**src/rtl/shift_sequencer.sv**
```systemverilog
`default_nettype none
// ============================================================================
// Module   : shift_sequencer
// Brief    : Iterative shifter controller. Captures one request per start
//            pulse and applies STEP bits of shift per cycle until the full
//            amount is consumed, then presents the result with a one-cycle
//            done strobe. Ops: 00 SLL, 01 SRL, 10 SRA, 11 pass-through.
//            Optional macro SHIFT_ROTATE_EN turns op 11 into rotate-right
//            by shamt[4:0].
// Revision : 1.0 - initial release
// ============================================================================
module shift_sequencer #(
    parameter int STEP = 4
) (
    input  logic        clk,
    input  logic        rst,
    input  logic        start,
    input  logic [31:0] in,
    input  logic [31:0] shamt,
    input  logic [1:0]  select,
    output logic        busy,
    output logic        done,
    output logic [31:0] result
);

    localparam logic [1:0] c_st_idle  = 2'd0;
    localparam logic [1:0] c_st_shift = 2'd1;
    localparam logic [1:0] c_st_done  = 2'd2;

    localparam logic [5:0] c_step = 6'(STEP);

    logic [1:0]  r_state;
    logic [1:0]  w_next_state;
    logic [31:0] r_data;
    logic [5:0]  r_cnt;
    logic [1:0]  r_op;
    logic [31:0] r_result;

    logic        w_accept;
    logic [5:0]  w_sat_amt;
    logic [5:0]  w_amt;
    logic        w_direct;
    logic [5:0]  w_k;
    logic        w_last;
    logic [31:0] w_shifted;

    // Request acceptance and capture-time amount decode
    always_comb begin
        w_accept  = start && ((r_state == c_st_idle) || (r_state == c_st_done));
        // Anything with a bit at or above position 5 is at least 32
        w_sat_amt = (|shamt[31:5]) ? 6'd32 : {1'b0, shamt[4:0]};
`ifdef SHIFT_ROTATE_EN
        // Rotate uses the raw low five bits; no saturation
        w_amt     = (select == 2'b11) ? {1'b0, shamt[4:0]} : w_sat_amt;
        w_direct  = (w_amt == 6'd0);
`else
        w_amt     = w_sat_amt;
        w_direct  = (w_amt == 6'd0) || (select == 2'b11);
`endif
    end

    // One iteration of the narrow shift datapath
    always_comb begin
        w_k    = (r_cnt < c_step) ? r_cnt : c_step;
        w_last = (r_cnt == w_k);
        case (r_op)
            2'b00:   w_shifted = r_data << w_k;
            2'b01:   w_shifted = r_data >> w_k;
            2'b10:   w_shifted = $signed(r_data) >>> w_k;
`ifdef SHIFT_ROTATE_EN
            // w_k is 1..31 here, so both partial shifts are well-defined
            default: w_shifted = (r_data >> w_k) | (r_data << (6'd32 - w_k));
`else
            default: w_shifted = r_data;
`endif
        endcase
    end

    // State register
    always_ff @(posedge clk or posedge rst) begin
        if (rst) begin
            r_state <= c_st_idle;
        end else begin
            r_state <= w_next_state;
        end
    end

    // Next-state logic and status decode
    always_comb begin
        w_next_state = r_state;
        busy         = 1'b0;
        done         = 1'b0;
        case (r_state)
            c_st_idle: begin
                if (w_accept) begin
                    w_next_state = w_direct ? c_st_done : c_st_shift;
                end
            end
            c_st_shift: begin
                busy = 1'b1;
                if (w_last) begin
                    w_next_state = c_st_done;
                end
            end
            c_st_done: begin
                done = 1'b1;
                if (w_accept) begin
                    w_next_state = w_direct ? c_st_done : c_st_shift;
                end else begin
                    w_next_state = c_st_idle;
                end
            end
            default: begin
                w_next_state = c_st_idle;
            end
        endcase
    end

    // Operand capture, iteration and result update
    always_ff @(posedge clk or posedge rst) begin
        if (rst) begin
            r_data   <= 32'd0;
            r_cnt    <= 6'd0;
            r_op     <= 2'd0;
            r_result <= 32'd0;
        end else if (w_accept) begin
            r_data <= in;
            r_cnt  <= w_amt;
            r_op   <= select;
            if (w_direct) begin
                r_result <= in;
            end
        end else if (r_state == c_st_shift) begin
            r_data <= w_shifted;
            r_cnt  <= r_cnt - w_k;
            if (w_last) begin
                r_result <= w_shifted;
            end
        end
    end

    assign result = r_result;

endmodule
`default_nettype wire

```
**config.mk**
```make
export PLATFORM = sky130hd
export DESIGN_NAME = shift_sequencer
export DESIGN_NICKNAME = d
export VERILOG_FILES = /design/src/rtl/shift_sequencer.sv
export SDC_FILE = /design/constraint.sdc
export NUM_CORES = 1
export LEC_CHECK = 0
export CORE_MARGIN = 2
export CORE_UTILIZATION = 54
export DETAILED_ROUTE_END_ITERATION = 10
export DONT_BUFFER_PORTS = 1
export PLACE_DENSITY = 0.7
export REMOVE_ABC_BUFFERS = 1
export SYNTH_ARGS = -nofsm -noshare
export SYNTH_HDL_FRONTEND = slang
export SYNTH_SLANG_ARGS = --single-unit
```
**constraint.sdc**
```tcl
create_clock -name clk -period 4.4 [get_ports clk]
set_input_delay 0.22 -clock clk [delete_from_list [all_inputs] [get_ports clk]]
set_output_delay 0.22 -clock clk [all_outputs]
set_load 0.01 [all_outputs]
```
==> metrics.yaml <==
yosys:
  ys_ff_latch: 74
  synth_area_mm2: 0.006265
  ys_warn_count: 0
  async_flop_share_pct: 100.0
  synthTopCellsByCount: "nand2_1, dfrtp_1, clkbuf_1"
  synth.most_common_cell: "nand2_1"
  yosys.area.top_type_share_pct: 29.56
  synth-main-ff-cell: "dfrtp_1"
  yosys-top-cells-area: "dfrtp_1, mux4_2, nand2_1"
  avgSynthCellArea_um2: 8.115
  syn_inst: 772
  yosysUniqueCellTypes: 77
  synth_edf_count: 0
  synth_top_area_cell: "dfrtp_1"
  yosysSeqAreaShare_pct: 29.56
timing:
  rsz0062_at_grt: "no"
  slew_violations: 0
  max_freq_mhz: 320.8
  skew_ns: 0.009220
  worst_slew_pin_slew_ns: 1.159
  final.period_utilization_pct: 70.85
  hold_ws_ns: 0.01068
  tns_ns: 0
  slew_headroom_pct: 22.46
  finalCriticalPeriod_ns: 3.117
  finalSetupViolCount: 0
  hold_violations: 0
  fin_ws_ns: 1.283
die:
  coreArea_mm2: 0.01137
  die_x_um: 111.7
  initial_utilization_pct: 55.10
  dieArea_mm2: 0.01248
  rows: 39
  ios: 103
  die_h_um: 111.7
placed_design:
  hpwl_mm: 13.79
  pre_cts_ws_ns: 1.299
  place_inst: 839
  port_buffers: 0
  placed_area_mm2: 0.006211
  gp_congestion: 0.9445
critical_path:
  critPathKind: "flip-flop to flip-flop"
  worst_ep_required_time_ns: 4.62
  worstRegToRegCells: 8
  reg2reg_from: "r_cnt[1]"
  cp-end-kind: "flip-flop"
  critPathArrivalTime_ns: 3.33
  cp_max_fo: 31
  r2r_end: "result[26]"
  cp_cell_sequence: "or2_1 -> a211oi_1 -> and2_1 -> o22ai_4 -> buf_4 -> inv_2 -> mux2i_1 -> o21ai_0"
  critPathLaunchType: "flip-flop"
  worst_path_max_delay_cell: "dfrtp_2"
  ff2ff_setup_slack_ns: 1.28
  critPathMaxStageDelay_ns: 0.61
layout:
  stdcell_area_mm2: 0.006651
  multi_input_area_mm2: 0.003974
  seqCellArea_mm2: 0.001854
  final_core_util_pct: 58.50
  num_antenna_cells: 0
  nFillCells: 1019
  stdcell_count: 867
  synthToLayoutAreaGrowth_pct: 6.171
  layout-drive-gt1-share_pct: 12.29
  num-nets-final: 789
drt:
  finalWirelength_mm: 21.50
  post-route-drc-count: 0
  detail-route-antenna-nets: 0
  wire_per_inst_um: 24.80
  avgViaCountPerCell: 7.268
  vias: 6301
  firstDrtPassIters: 8
  first_iter_violations: 807
worst_hold_path:
  min_to: "r_cnt[4]"
  hp-start: "shamt[4]"
  hold-path-cell-count: 2
  min_path_type: "input pin to flip-flop"
global_routing:
  antenna_found_initial: 0
  grt_max_degree: 47
  grt_pass1_wl_mm: 33.64
  grt.overflow.total: 0
  track_usage_pct: 34.58
  grt_pass1_vias: 5978
clocking:
  h-tree-depth: 3
  cts_tree: "yes"
  insertion_delay_ns: 0.36
  clk_pin_slew_ns: 0.06
  clkSinkCount: 74
  clk_path_buf_depth: 2
  post_cts.repair.setup_buffers: 0
  cts_buffers: 9
  root_buffer: "clkbuf_16"
power:
  p_per_area_mw_per_mm2: 891.2
  finalPower_mw: 5.927
  ir_worst_vdd_mv: 0.7002
  leakagePower_nw: 2.524
flow_run:
  max_cap_viol_count: 0
run_status:
  outcome: "complete, no violations"
final cells by class:
type / count / share of cell area [%]
Tap cell: 143 / 2.690
Multi-Input combinational cell: 590 / 59.74
Clock inverter: 5 / 1.166
Clock buffer: 11 / 3.649
Inverter: 10 / 0.5831
Sequential cell: 74 / 27.88
Timing Repair Buffer: 34 / 4.289
worst max path at each step:
| stage | end | cells after the start | slack [ns] | from |
|---|---|---|---|---|
| after detailed placement | result[26] | 8 | 1.30 | r_cnt[0] |
| after CTS | result[26] | 8 | 1.30 | r_cnt[0] |
| after floorplan | r_data[25] | 6 | 0.14 | r_cnt[0] |
| final | result[26] | 8 | 1.28 | r_cnt[1] |
| after global placement | result[26] | 8 | 1.45 | r_cnt[0] |
| after global routing | result[26] | 8 | 1.07 | r_cnt[0] |
per-layer routing:
metal,track usage (%),share of wire [%],vias to the layer above
met2,50.34,45,397
met4,13.91,2.1,0
met3,9.145,11,41
met1,49.21,41,3067
met5,0,0,-
li1,-,-,2796
cells in the final DEF (no fill, tap or decap), types with 4 or more instances in the layout:
cell	synthesis	routed
nor4_1	7	7
a221oi_1	4	4
dfrtp_1	74	72
a221o_1	4	4
a21boi_0	4	4
and3_1	7	7
o211ai_1	20	20
buf_4	2	22
a21oi_1	47	47
o21ai_0	59	59
a31oi_1	20	20
o31ai_1	6	6
o221ai_1	18	18
inv_1	7	6
o22ai_1	12	12
nor2_1	61	61
a211oi_1	11	11
nand3_1	20	20
mux4_2	22	22
a2111oi_0	4	4
clkbuf_16	0	9
mux2i_1	32	32
nand2_1	108	108
dlygate4sd3_1	0	12
o21ai_1	17	17
a22oi_1	14	14
nor3_1	12	12
a21o_1	5	5
mux2_2	9	9
state kept, by name (all words and copies together), names as in the netlist:
signal and flops:
r_cnt 6, r_op 2, result 32, r_data 32
r_state 2
cells by family (layout without fill, tap and decap cells):
group | count (synthesis) | count (layout) | synth area share (%)
AOI/OAI and AO/OA | 278 | 278 | 29.58
and+or+nand+nor | 240 | 240 | 17.36
buffers and inverters | 108 | 60 | 7.290
DFF | 74 | 74 | 29.56
muxes | 64 | 64 | 15.06
adders and majority gates | 4 | 4 | 0.6790
xor gates and xnor gates | 3 | 3 | 0.4195
other | 1 | 1 | 0.05986
repair_timing:
item	CTS	global route
resized for setup	0	0
setup endpoints to repair	0	0
hold buffers	12	0
hold endpoints to repair	46	0
worst max-delay path, delay by kind of cell (launching register included):
kind / cells / cell delay [ns]
buf+inv: 2 / 0.66
mux: 1 / 0.23
compound gates: 3 / 0.62
flops: 1 / 0.61
simple gates: 2 / 0.83
report_power, final:
part	switching [mW]	internal (mW)	leakage [nW]	total, mW
registers	0.754	1.01	0.901	1.76
clock network	0.307	0.510	0.156	0.817
logic	2.00	1.36	1.47	3.35
total	3.06	2.87	2.52	5.93
(Power assumes the default switching activity.)
